[src/rtl/poly_result_packer64.sv]
// Drains the multiplier accumulator into 64-bit BRAM words: pass-through 4x16 or dense 13-bit packing.
// Optional macro PACKER_ROUND_EN: packed coefficients become ((c + H1) mod 2^13) >> 3 (10 bits).
module poly_result_packer64 #(
    parameter int unsigned ADDR_W = 7,
    parameter int unsigned H1     = 4
) (
    input  logic              clk,
    input  logic              rst,
    input  logic              start,
    input  logic              mode_coeff4x,
    input  logic [63:0]       coeff4x_in,
    output logic              read,
    output logic              bram_we,
    output logic [ADDR_W-1:0] bram_addr,
    output logic [63:0]       bram_din,
    output logic              busy,
    output logic              done
);

`ifdef PACKER_ROUND_EN
    localparam int unsigned CW = 10;
`else
    localparam int unsigned CW = 13;
`endif
    localparam int unsigned PW = 4 * CW;
    localparam int unsigned SW = 116;

    typedef enum logic [1:0] {
        S_IDLE,
        S_READ,
        S_DRAIN,
        S_DONE
    } state_t;

    state_t              state_q, state_d;
    logic                mode_q;
    logic [5:0]          rd_cnt;
    logic [5:0]          fill_q;
    logic [SW-1:0]       stage_q;
    logic [ADDR_W-1:0]   addr_q;
    logic                accept;

    logic [PW-1:0]       pk;
    logic [SW-1:0]       combined;
    logic [6:0]          cnt_sum;
    logic                emit;

    assign accept = start && (state_q == S_IDLE || state_q == S_DONE);

    always_ff @(posedge clk or negedge rst) begin
        if (!rst) begin
            state_q <= S_IDLE;
        end else begin
            state_q <= state_d;
        end
    end

    always_comb begin
        state_d = state_q;
        case (state_q)
            S_IDLE:  if (start) state_d = S_READ;
            S_READ:  if (rd_cnt == 6'd63) state_d = S_DRAIN;
            S_DRAIN: state_d = S_DONE;
            S_DONE:  if (start) state_d = S_READ;
            default: state_d = S_IDLE;
        endcase
    end

    always_comb begin
        read = 1'b0;
        busy = 1'b0;
        done = 1'b0;
        case (state_q)
            S_READ:  begin read = 1'b1; busy = 1'b1; end
            S_DRAIN: busy = 1'b1;
            S_DONE:  done = 1'b1;
            default: ;
        endcase
    end

    always_comb begin
        pk = '0;
        for (int unsigned i = 0; i < 4; i++) begin
`ifdef PACKER_ROUND_EN
            pk[CW*i +: CW] = 10'(13'(coeff4x_in[16*i +: 13] + 13'(H1)) >> 3);
`else
            pk[CW*i +: CW] = coeff4x_in[16*i +: 13];
`endif
        end
    end

`ifndef PACKER_ROUND_EN
    logic unused_h1;
    assign unused_h1 = ^13'(H1);
`endif

    // New coefficients land directly above the bits already staged.
    assign combined = stage_q | (SW'(pk) << fill_q);
    assign cnt_sum  = {1'b0, fill_q} + 7'(PW);
    assign emit     = (cnt_sum >= 7'd64);

    always_ff @(posedge clk or negedge rst) begin
        if (!rst) begin
            mode_q    <= 1'b0;
            rd_cnt    <= '0;
            fill_q    <= '0;
            stage_q   <= '0;
            addr_q    <= '0;
            bram_we   <= 1'b0;
            bram_addr <= '0;
            bram_din  <= '0;
        end else if (accept) begin
            mode_q    <= mode_coeff4x;
            rd_cnt    <= '0;
            fill_q    <= '0;
            stage_q   <= '0;
            addr_q    <= '0;
            bram_we   <= 1'b0;
            bram_addr <= '0;
        end else if (state_q == S_READ) begin
            rd_cnt <= rd_cnt + 6'd1;
            if (mode_q) begin
                bram_we   <= 1'b1;
                bram_din  <= coeff4x_in;
                bram_addr <= addr_q;
                addr_q    <= addr_q + ADDR_W'(1);
            end else if (emit) begin
                bram_we   <= 1'b1;
                bram_din  <= combined[63:0];
                bram_addr <= addr_q;
                addr_q    <= addr_q + ADDR_W'(1);
                stage_q   <= combined >> 64;
                fill_q    <= 6'(cnt_sum - 7'd64);
            end else begin
                bram_we   <= 1'b0;
                stage_q   <= combined;
                fill_q    <= cnt_sum[5:0];
            end
        end else begin
            bram_we <= 1'b0;
        end
    end

endmodule
[config.mk]
export PLATFORM = sky130hd
export DESIGN_NAME = poly_result_packer64
export DESIGN_NICKNAME = d
export VERILOG_FILES = /design/src/rtl/poly_result_packer64.sv
export SDC_FILE = /design/constraint.sdc
export NUM_CORES = 1
export LEC_CHECK = 0
export CAP_MARGIN = 20
export CORE_UTILIZATION = 52
export DETAILED_ROUTE_END_ITERATION = 8
export HOLD_SLACK_MARGIN = 0.06
export PLACE_DENSITY = 0.78
export SLEW_MARGIN = 0
export SYNTH_ARGS = -nofsm -noshare
export SYNTH_HDL_FRONTEND = slang
export SYNTH_SLANG_ARGS = --single-unit
[constraint.sdc]
create_clock -name clk -period 1.94 [get_ports clk]
set_input_delay 0.291 -clock clk [delete_from_list [all_inputs] [get_ports clk]]
set_output_delay 0.291 -clock clk [all_outputs]
set_load 0.05 [all_outputs]
==> results of run 1 <==
[routing by layer]
layer / global-route usage (%) / overflow
met4: 91.99 / 145
met1: 87.15 / 9
met2: 98.93 / 150
met5: 58.39 / 4
met3: 79.11 / 24
[per-stage QoR]
step | TNS, ps | utilization, %
2_1_floorplan | -120.0 | -
3_3_place_gp | -37370 | 72.74
3_5_place_dp | -41870 | 72.74
4_1_cts | -23910 | 88.29
[cell families after synthesis]
family          after synthesis  synth area share (%)
compound gates              408                 22.13
xor+xnor                     12                0.8280
mux                         141                 15.45
buf+inv                     138                 5.116
simple gates                394                 14.98
flops                       207                 40.81
fa+ha+maj                     7                0.6900
[what timing repair did]
action,in CTS
cloned,23
hold buffers,1
endpoints found under the hold margin,44
pin swaps,90
gates resized for setup,474
buffers inserted,76
endpoints found under the setup margin,257
==> flow_summary.yaml, run 1 <==
clock_network:
  clockBufferDepth: 3
  cts_root_buf: "clkbuf_16"
  cts_inserted_buffers: 23
  ctsHtreeMaxLevel: 1
  clock-sinks: 207
run_status:
  error: "[ERROR GRT-0232] Routing congestion too high. Check the congestion heatmap in the GUI."
  status: "did not finish"
  stop_stage: "global routing (5_1_grt)"
timing:
  worst-ep-kind: "register data pin"
  grt-worst-endpoint: "stage_q[24]$_DFFE_PN0P_/D"
floorplanning:
  rows: 56
  io-pin-count: 143
  initial_core_util_pct: 53.60
  die_width_um: 158.2
  die_h_um: 158.2
synthesis:
  seq_area_frac_synth_pct: 40.81
  synth.area.top_cells: "dfrtp_1 (41%), mux4_2 (6.2%), mux2i_1 (5.1%)"
  synth.top_cell.area_share_pct: 40.81
  synthDistinctLibCells: 73
  avgSynthCellArea_um2: 9.712
  yosysTopAreaCell: "dfrtp_1"
  synth_cells: 1307
  yosysMostFrequentCell: "dfrtp_1"
  syn_nets: 1382
  synth_ff_type: "dfrtp_1"
  ys_ff_latch: 207
  yosys-top-cells-count: "dfrtp_1 (207), nand2_1 (130), nor2_1 (82), o21ai_0 (70), a21oi_1 (69)"
  synth_area_um2: 12690
  ys_warn_count: 0
  async_reset_ff_share_pct: 100.0
  synth_edf_count: 0
grt:
  grt_util_all_layers_pct: 88.57
  grt_max_degree: 53
  overflow: 332
placement:
  place_congestion: 1.079
  dp_hpwl_um: 47850
  dp_cells: 2034
  port_buffers: 142
  dp_slack_ps: -543.5
  dpl_cell_area_um2: 17230
==> inputs of run 2 (changes only) <==
Settings changed: CORE_UTILIZATION 52 to 39, HOLD_SLACK_MARGIN 0.06 to unset, PLACE_DENSITY 0.78 to unset, PLACE_DENSITY_LB_ADDON set to 0.15.
Clock period 1.94 ns to 2.5 ns, I/O delays scaled along.
==> run 2 against run 1 <==
  * The run now ends clean
  * Area after synthesis unchanged
  * Synthesized cell count unchanged
==> flow_summary.yaml, run 2 <==
grt:
  grt_pass1_vias: 12600
  grt_util_all_layers_pct: 37.92
  grtUsageMet3_pct: 11.39
  grt_pass1_wl_um: 90800
  top_usage_layer: "met2"
  overflow: 0
  antenna_found_initial: 1
  grt_max_degree: 61
  grt.met2_usage_pct: 54.84
  grtUsageMet1_pct: 53.15
routing:
  drc: 0
  drtIter0Drc: 1487
  avgViaCountPerCell: 6.196
  wire_per_inst_um: 30.13
  route.vias.total: 12826
  drt_pass1_iterations: 5
  antenna_left: 0
  drt-total-wl_um: 62370
synthesis:
  ys_warn_count: 0
  yosysTopAreaCell: "dfrtp_1"
  synthSimpleGateAreaFrac_pct: 14.98
  synth_edf_count: 0
  ys_ff_latch: 207
  synthDistinctLibCells: 73
  async_reset_ff_share_pct: 100.0
  synth.area.mux_share_pct: 15.45
  yosysMostFrequentCell: "dfrtp_1"
  synth_adder_area_share_pct: 0.6900
  seq_area_frac_synth_pct: 40.81
  syn_nets: 1382
  yosys-top-cells-count: "dfrtp_1 (207), nand2_1 (130), nor2_1 (82), o21ai_0 (70), a21oi_1 (69)"
  synth-xor-area-share_pct: 0.8280
  synth.top_cell.area_share_pct: 40.81
  synth_top_family_by_area: "compound AO/OA/AOI/OAI gates"
  synth_compound_area_share_pct: 22.13
  avgSynthCellArea_um2: 9.712
  synth_area_um2: 12690
  synth.area.top_cells: "dfrtp_1 (41%), mux4_2 (6.2%), mux2i_1 (5.1%)"
  synth_cells: 1307
  synth_ff_type: "dfrtp_1"
floorplanning:
  io-pin-count: 143
  die_area_um2: 33270
  die_width_um: 182.4
  initial_core_util_pct: 39.92
  rows: 65
  coreArea_um2: 31800
  die_h_um: 182.4
placement:
  dpl_cell_area_um2: 16400
  dp_hpwl_um: 47340
  place_congestion: 0.9847
  port_buffers: 142
final_layout:
  multi_input_area_um2: 6950
  syn2layout_area_growth_pct: 36.49
  diodes: 0
  drive_gt1_share_pct: 24.71
  final_cell_mix: "buf_4 (234), dfrtp_1 (202), clkdlybuf4s50_1 (139), nand2_1 (130), nor2_1 (82)"
  final_util_pct: 54.48
  final_common_cell: "buf_4"
  final_area_um2: 17330
  fillers: 2890
  largest_reg_flops: 115
  seqCellArea_um2: 5191
  finalNetCount: 1694
  largestRegisters: "stage_q (115), bram_din (64)"
  regMostFlops: "stage_q"
worst_setup_path:
  cp_max_fo: 36
  start_kind: "flop"
  crit_path_end_kind: "flop"
  worst-endpoint-required_ps: 2920
  cp_data_arrival_time_ps: 2880
  crit_type: "flop to flop"
  endpoint: "bram_din[12]"
  r2r_end: "bram_din[12]"
  r2r_slack_ps: 40
  ff2ff_path_depth: 6
  r2r-start: "fill_q[3]"
  crit_start: "fill_q[3]"
timing:
  whs_ps: 377.3
  finalHoldViolCount: 0
  rsz0062_at_grt: "no"
  fmax_ghz: 0.4062
  max_slew.worst_pin.slew_ps: 654.7
  fin_crit_sh_pct: 98.47
  slew_viol_final: 0
  fin_skew_ps: 16.44
  max_slew_margin_pct: 56.25
  setup_violations: 0
  period_minus_slack_ps: 2462
pwr:
  total_leakage_power_nw: 7.305
  max-vdd-ir-drop_uv: 909.7
  finalPower_mw: 24.57
  powerDensity_nw_per_um2: 1418
clock_network:
  ctsHtreeMaxLevel: 1
  cts_inserted_buffers: 25
  post-cts-setup-buffer-count: 0
  cts_root_buf: "clkbuf_16"
  clock-sinks: 207
  cts_tree: "built"
  insertion_delay_ps: 550
  clockBufferDepth: 3
  clk_pin_slew_ps: 60
run_status:
  status: "finished clean"
run:
  cap_violations: 0
hold_path:
  hold_class: "primary input to asynchronous set/reset pin"
run 2: cell counts after synthesis:
Identical to the previous run, type by type.
run 2: what timing repair did:
item,4_1_cts,5_1_grt
hold endpoints to repair,54,0
resized for setup,4,7
endpoints found under the setup margin,5,9
pin swaps,0,1
hold buffers,1,0
run 2: cell families (layout without fill, tap and decap cells):
kind of cell    Yosys count  after routing
mux                     141            141
simple gates            394            394
xor+xnor                 12             12
fa+ha+maj                 7              7
buf+inv                 138            466
compound gates          408            408
flops                   207            207
run 2: worst max-delay path, stage by stage (launching register included):
cell	delay, ps
dfrtp_4	480
buf_12	240
buf_16	260
mux2_2	460
a221oi_4	430
o21ai_0	150
mux2_2	270
run 2: final cells by class:
cell class,count,area share [%]
tap,435,3.141
clock buffer,38,4.297
inverter,21,0.4550
multi-input combinational,962,40.12
sequential,207,29.96
timing repair buffer,402,21.41
clock inverter,5,0.6139
run 2: worst min path at each step:
stage	end	slack [ps]	depth (start not counted)
CTS	bram_din[36]	390	2
floorplan	addr_q[0]	80	0
global route	bram_we	410	2
detailed placement	bram_din[21]	360	1
global placement	bram_din[21]	360	1
finish	bram_din[21]	380	2
run 2: where the power goes:
| group | internal (mW) | leakage (nW) | switching (mW) |
|---|---|---|---|
| logic | 6.10 | 4.21 | 9.66 |
| registers | 4.31 | 2.69 | 0.662 |
| clock network | 2.34 | 0.413 | 1.50 |
run 2: per-layer routing:
| metal | wire (um) | up-vias |
|---|---|---|
| li1 | - | 5568 |
| met2 | 26240 | 747 |
| met3 | 6827 | 154 |
| met1 | 26680 | 6355 |
| met4 | 2612 | 2 |
| met5 | 9 | - |
run 2: stage by stage:
step                      TNS [ps]  worst slack, ps  cells
after global routing             0            8.993   2070
after floorplan                  0            143.9   1307
after global placement      -750.2           -201.3   2026
after CTS                        0            3.245   2070
final                            0            38.27   2070
after detailed placement    -776.7           -240.4   2026
No activity file was read; power rests on OpenSTA's default activity.
==> inputs of run 3 (changes only) <==
Settings changed: ABC_AREA set to 1.
==> run 3 against run 2 <==
  * Die area fell by 4.0%
  * Worst setup slack improved by 48 ps
  * Sequential power rose by 2%
  * Final cell count rose by 8.9%
  * Critical path type is now flop to output port
  * Area after synthesis fell by 4.0%
  * Total power fell by 6.3%
  * Via count rose by 0.71%
  * Critical path depth fell by 3
  * Synthesized cell count rose by 33%
==> flow_summary.yaml, run 3 <==
floorplanning:
  die_h_um: 178.7
  io-pin-count: 143
  rows: 64
  coreArea_um2: 30670
  die_width_um: 178.7
  initial_core_util_pct: 39.72
  die_area_um2: 31950
worst_setup_path:
  r2r-start: "fill_q[3]"
  max_stage_delay_ps: 820
  cp_slowest_cell: "clkdlybuf4s50_1"
  crit_type: "flop to output port"
  ff2ff_path_depth: 10
  cp_max_fo: 3
  r2r_end: "bram_din[35]"
  cp_data_arrival_time_ps: 2040
  endpoint: "read"
  crit_path_end_kind: "output port"
  start_kind: "flop"
  cp_cell_sequence: "inv_1, ha_1, clkdlybuf4s50_1"
  r2r_slack_ps: 240
  worst-endpoint-required_ps: 2120
  crit_start: "state_q[1]"
synthesis:
  ys_warn_count: 0
  synth.top_cell.area_share_pct: 42.52
  synth.area.top_cells: "dfrtp_1 (43%), nand2_1 (19%), nand3_1 (9.2%)"
  async_reset_ff_share_pct: 100.0
  yosys-top-cells-count: "nand2_1 (609), nand3_1 (224), dfrtp_1 (207), o21ai_0 (115), inv_1 (110)"
  seq_area_frac_synth_pct: 42.52
  synth_area_um2: 12180
  synth_ff_type: "dfrtp_1"
  syn_nets: 1807
  ys_ff_latch: 207
  synth_edf_count: 0
  avgSynthCellArea_um2: 7.033
  yosysMostFrequentCell: "nand2_1"
  synthDistinctLibCells: 45
  synth_cells: 1732
  yosysTopAreaCell: "dfrtp_1"
grt:
  grt_util_all_layers_pct: 31.95
  antenna_found_initial: 1
  grt_pass1_vias: 11949
  grt_pass1_wl_um: 75200
  grt_max_degree: 85
  overflow: 0
clock_network:
  post-cts-setup-buffer-count: 0
  clock-sinks: 207
  cts_inserted_buffers: 24
  cts_tree: "built"
  cts_root_buf: "clkbuf_16"
  ctsHtreeMaxLevel: 1
  clk_pin_slew_ps: 60
  clockBufferDepth: 3
  insertion_delay_ps: 540
final_layout:
  drive_gt1_share_pct: 6.566
  finalNetCount: 1918
  final_area_um2: 14970
  largestRegisters: "stage_q (115), bram_din (64)"
  regMostFlops: "stage_q"
  syn2layout_area_growth_pct: 22.85
  final_common_cell: "nand2_1"
  largest_reg_flops: 115
  fillers: 3120
  final_cell_mix: "nand2_1 (609), nand3_1 (224), dfrtp_1 (203), clkdlybuf4s50_1 (140), o21ai_0 (115)"
pwr:
  netSwitchingPower_mw: 12.36
  max-vdd-ir-drop_uv: 743.5
  power_frac_clock_pct: 15.8
  p_seq_share_pct: 22.1
  powerDensity_nw_per_um2: 1538
  swShare_pct: 53.70
  total_leakage_power_nw: 7.212
  finalPower_mw: 23.02
  comb_power_share_pct: 62.1
  p_int_mw: 10.66
timing:
  fin_crit_sh_pct: 96.56
  setup_slack_ps: 85.88
  period_minus_slack_ps: 2414
  setup_tns_ps: 0
  max_slew.worst_pin.slew_ps: 891.7
  setup_violations: 0
  fin_skew_ps: 10.48
  finalHoldViolCount: 0
  slew_viol_final: 0
  rsz0062_at_grt: "no"
  fmax_ghz: 0.4142
  max_slew_margin_pct: 40.56
run:
  cap_violations: 0
routing:
  met2_length_um: 21420
  drc: 0
  antenna_left: 0
  drt_pass1_iterations: 5
  wire_per_inst_um: 22.47
  avgViaCountPerCell: 5.728
  drt-total-wl_um: 50670
  met1Wirelength_um: 22480
  maxUsedRoutingLayer: "met4"
  dr_wl_met3_um: 5007
  drtIter0Drc: 1542
  route.vias.total: 12917
placement:
  dpl_cell_area_um2: 14160
  dp_slack_ps: 202.2
  port_buffers: 142
  dp_hpwl_um: 35990
  place_congestion: 0.9588
hold_path:
  hold_class: "primary input to asynchronous set/reset pin"
run_status:
  status: "finished clean"
==> run 3: worst min-delay path by stage <==
stage,cells past startpoint,end,start
5_1_grt,3,bram_din[13],coeff4x_in[13]
3_3_place_gp,1,bram_addr[4],rst
2_1_floorplan,0,addr_q[0],rst
3_5_place_dp,1,bram_addr[5],rst
4_1_cts,2,bram_din[16],rst
6_report,2,bram_addr[5],rst
==> run 3: timing repair <==
action,4_1_cts,5_1_grt
endpoints found under the setup margin,1,0
hold endpoints to repair,57,0
gates resized for setup,1,0
hold buffers,1,0
==> run 3: per-stage QoR <==
stage | hold WS (ps) | utilization [%] | instances
6_report | 437.0 | 48.80 | 2255
5_1_grt | 462.9 | 48.79 | 2254
3_3_place_gp | 435.2 | 46.17 | 2212
3_5_place_dp | 434.6 | 46.17 | 2212
4_1_cts | 436.8 | 48.79 | 2254
2_1_floorplan | 79.41 | - | 1732
==> run 3: logic make-up after synthesis <==
group | Yosys count | synth area share, %
xor gates and xnor gates | 1 | 0.07191
AOI/OAI and AO/OA | 318 | 15.26
and+or+nand+nor | 967 | 33.37
buffers and inverters | 232 | 8.053
DFF | 207 | 42.52
adders and majority gates | 7 | 0.7189
==> run 3: final cells by class <==
class / instances / area (um2) / share of cell area, %
Antenna cell: 1 / 2.502 / 0.01672
Clock buffer: 35 / 713.2 / 4.765
Clock inverter: 6 / 80.08 / 0.5351
Inverter: 121 / 456.7 / 3.052
Multi-Input combinational cell: 1293 / 6026 / 40.26
Sequential cell: 207 / 5185 / 34.65
Tap cell: 396 / 495.5 / 3.311
Timing Repair Buffer: 196 / 2007 / 13.41
==> run 3: power by group through the flow <==
stage	logic, mW	clock network [mW]	registers [mW]
floorplan	7.17	0	6.74
global route	15.3	3.83	5.20
global placement	14.0	0	5.09
detailed placement	14.0	0	5.13
CTS	14.1	3.70	5.08
finish	14.3	3.65	5.09
==> run 3: critical path: cells and delay by family, from the launching register on <==
| kind | cells | cell delay, ps |
|---|---|---|
| buf+inv | 2 | 900 |
| flops | 1 | 400 |
| fa+ha+maj | 1 | 210 |
==> run 3: per-layer routing <==
| layer | up-vias | track usage [%] |
|---|---|---|
| met5 | - | 0 |
| met3 | 108 | 5.704 |
| met4 | 0 | 10.73 |
| met2 | 694 | 46.64 |
| li1 | 5904 | - |
| met1 | 6211 | 47.19 |
==> inputs of run 4 (changes only) <==
Settings changed: CAP_MARGIN 20 to 30.
==> results of run 4 <==
The final DEF is identical to that of run 3; final timing and power are the same.
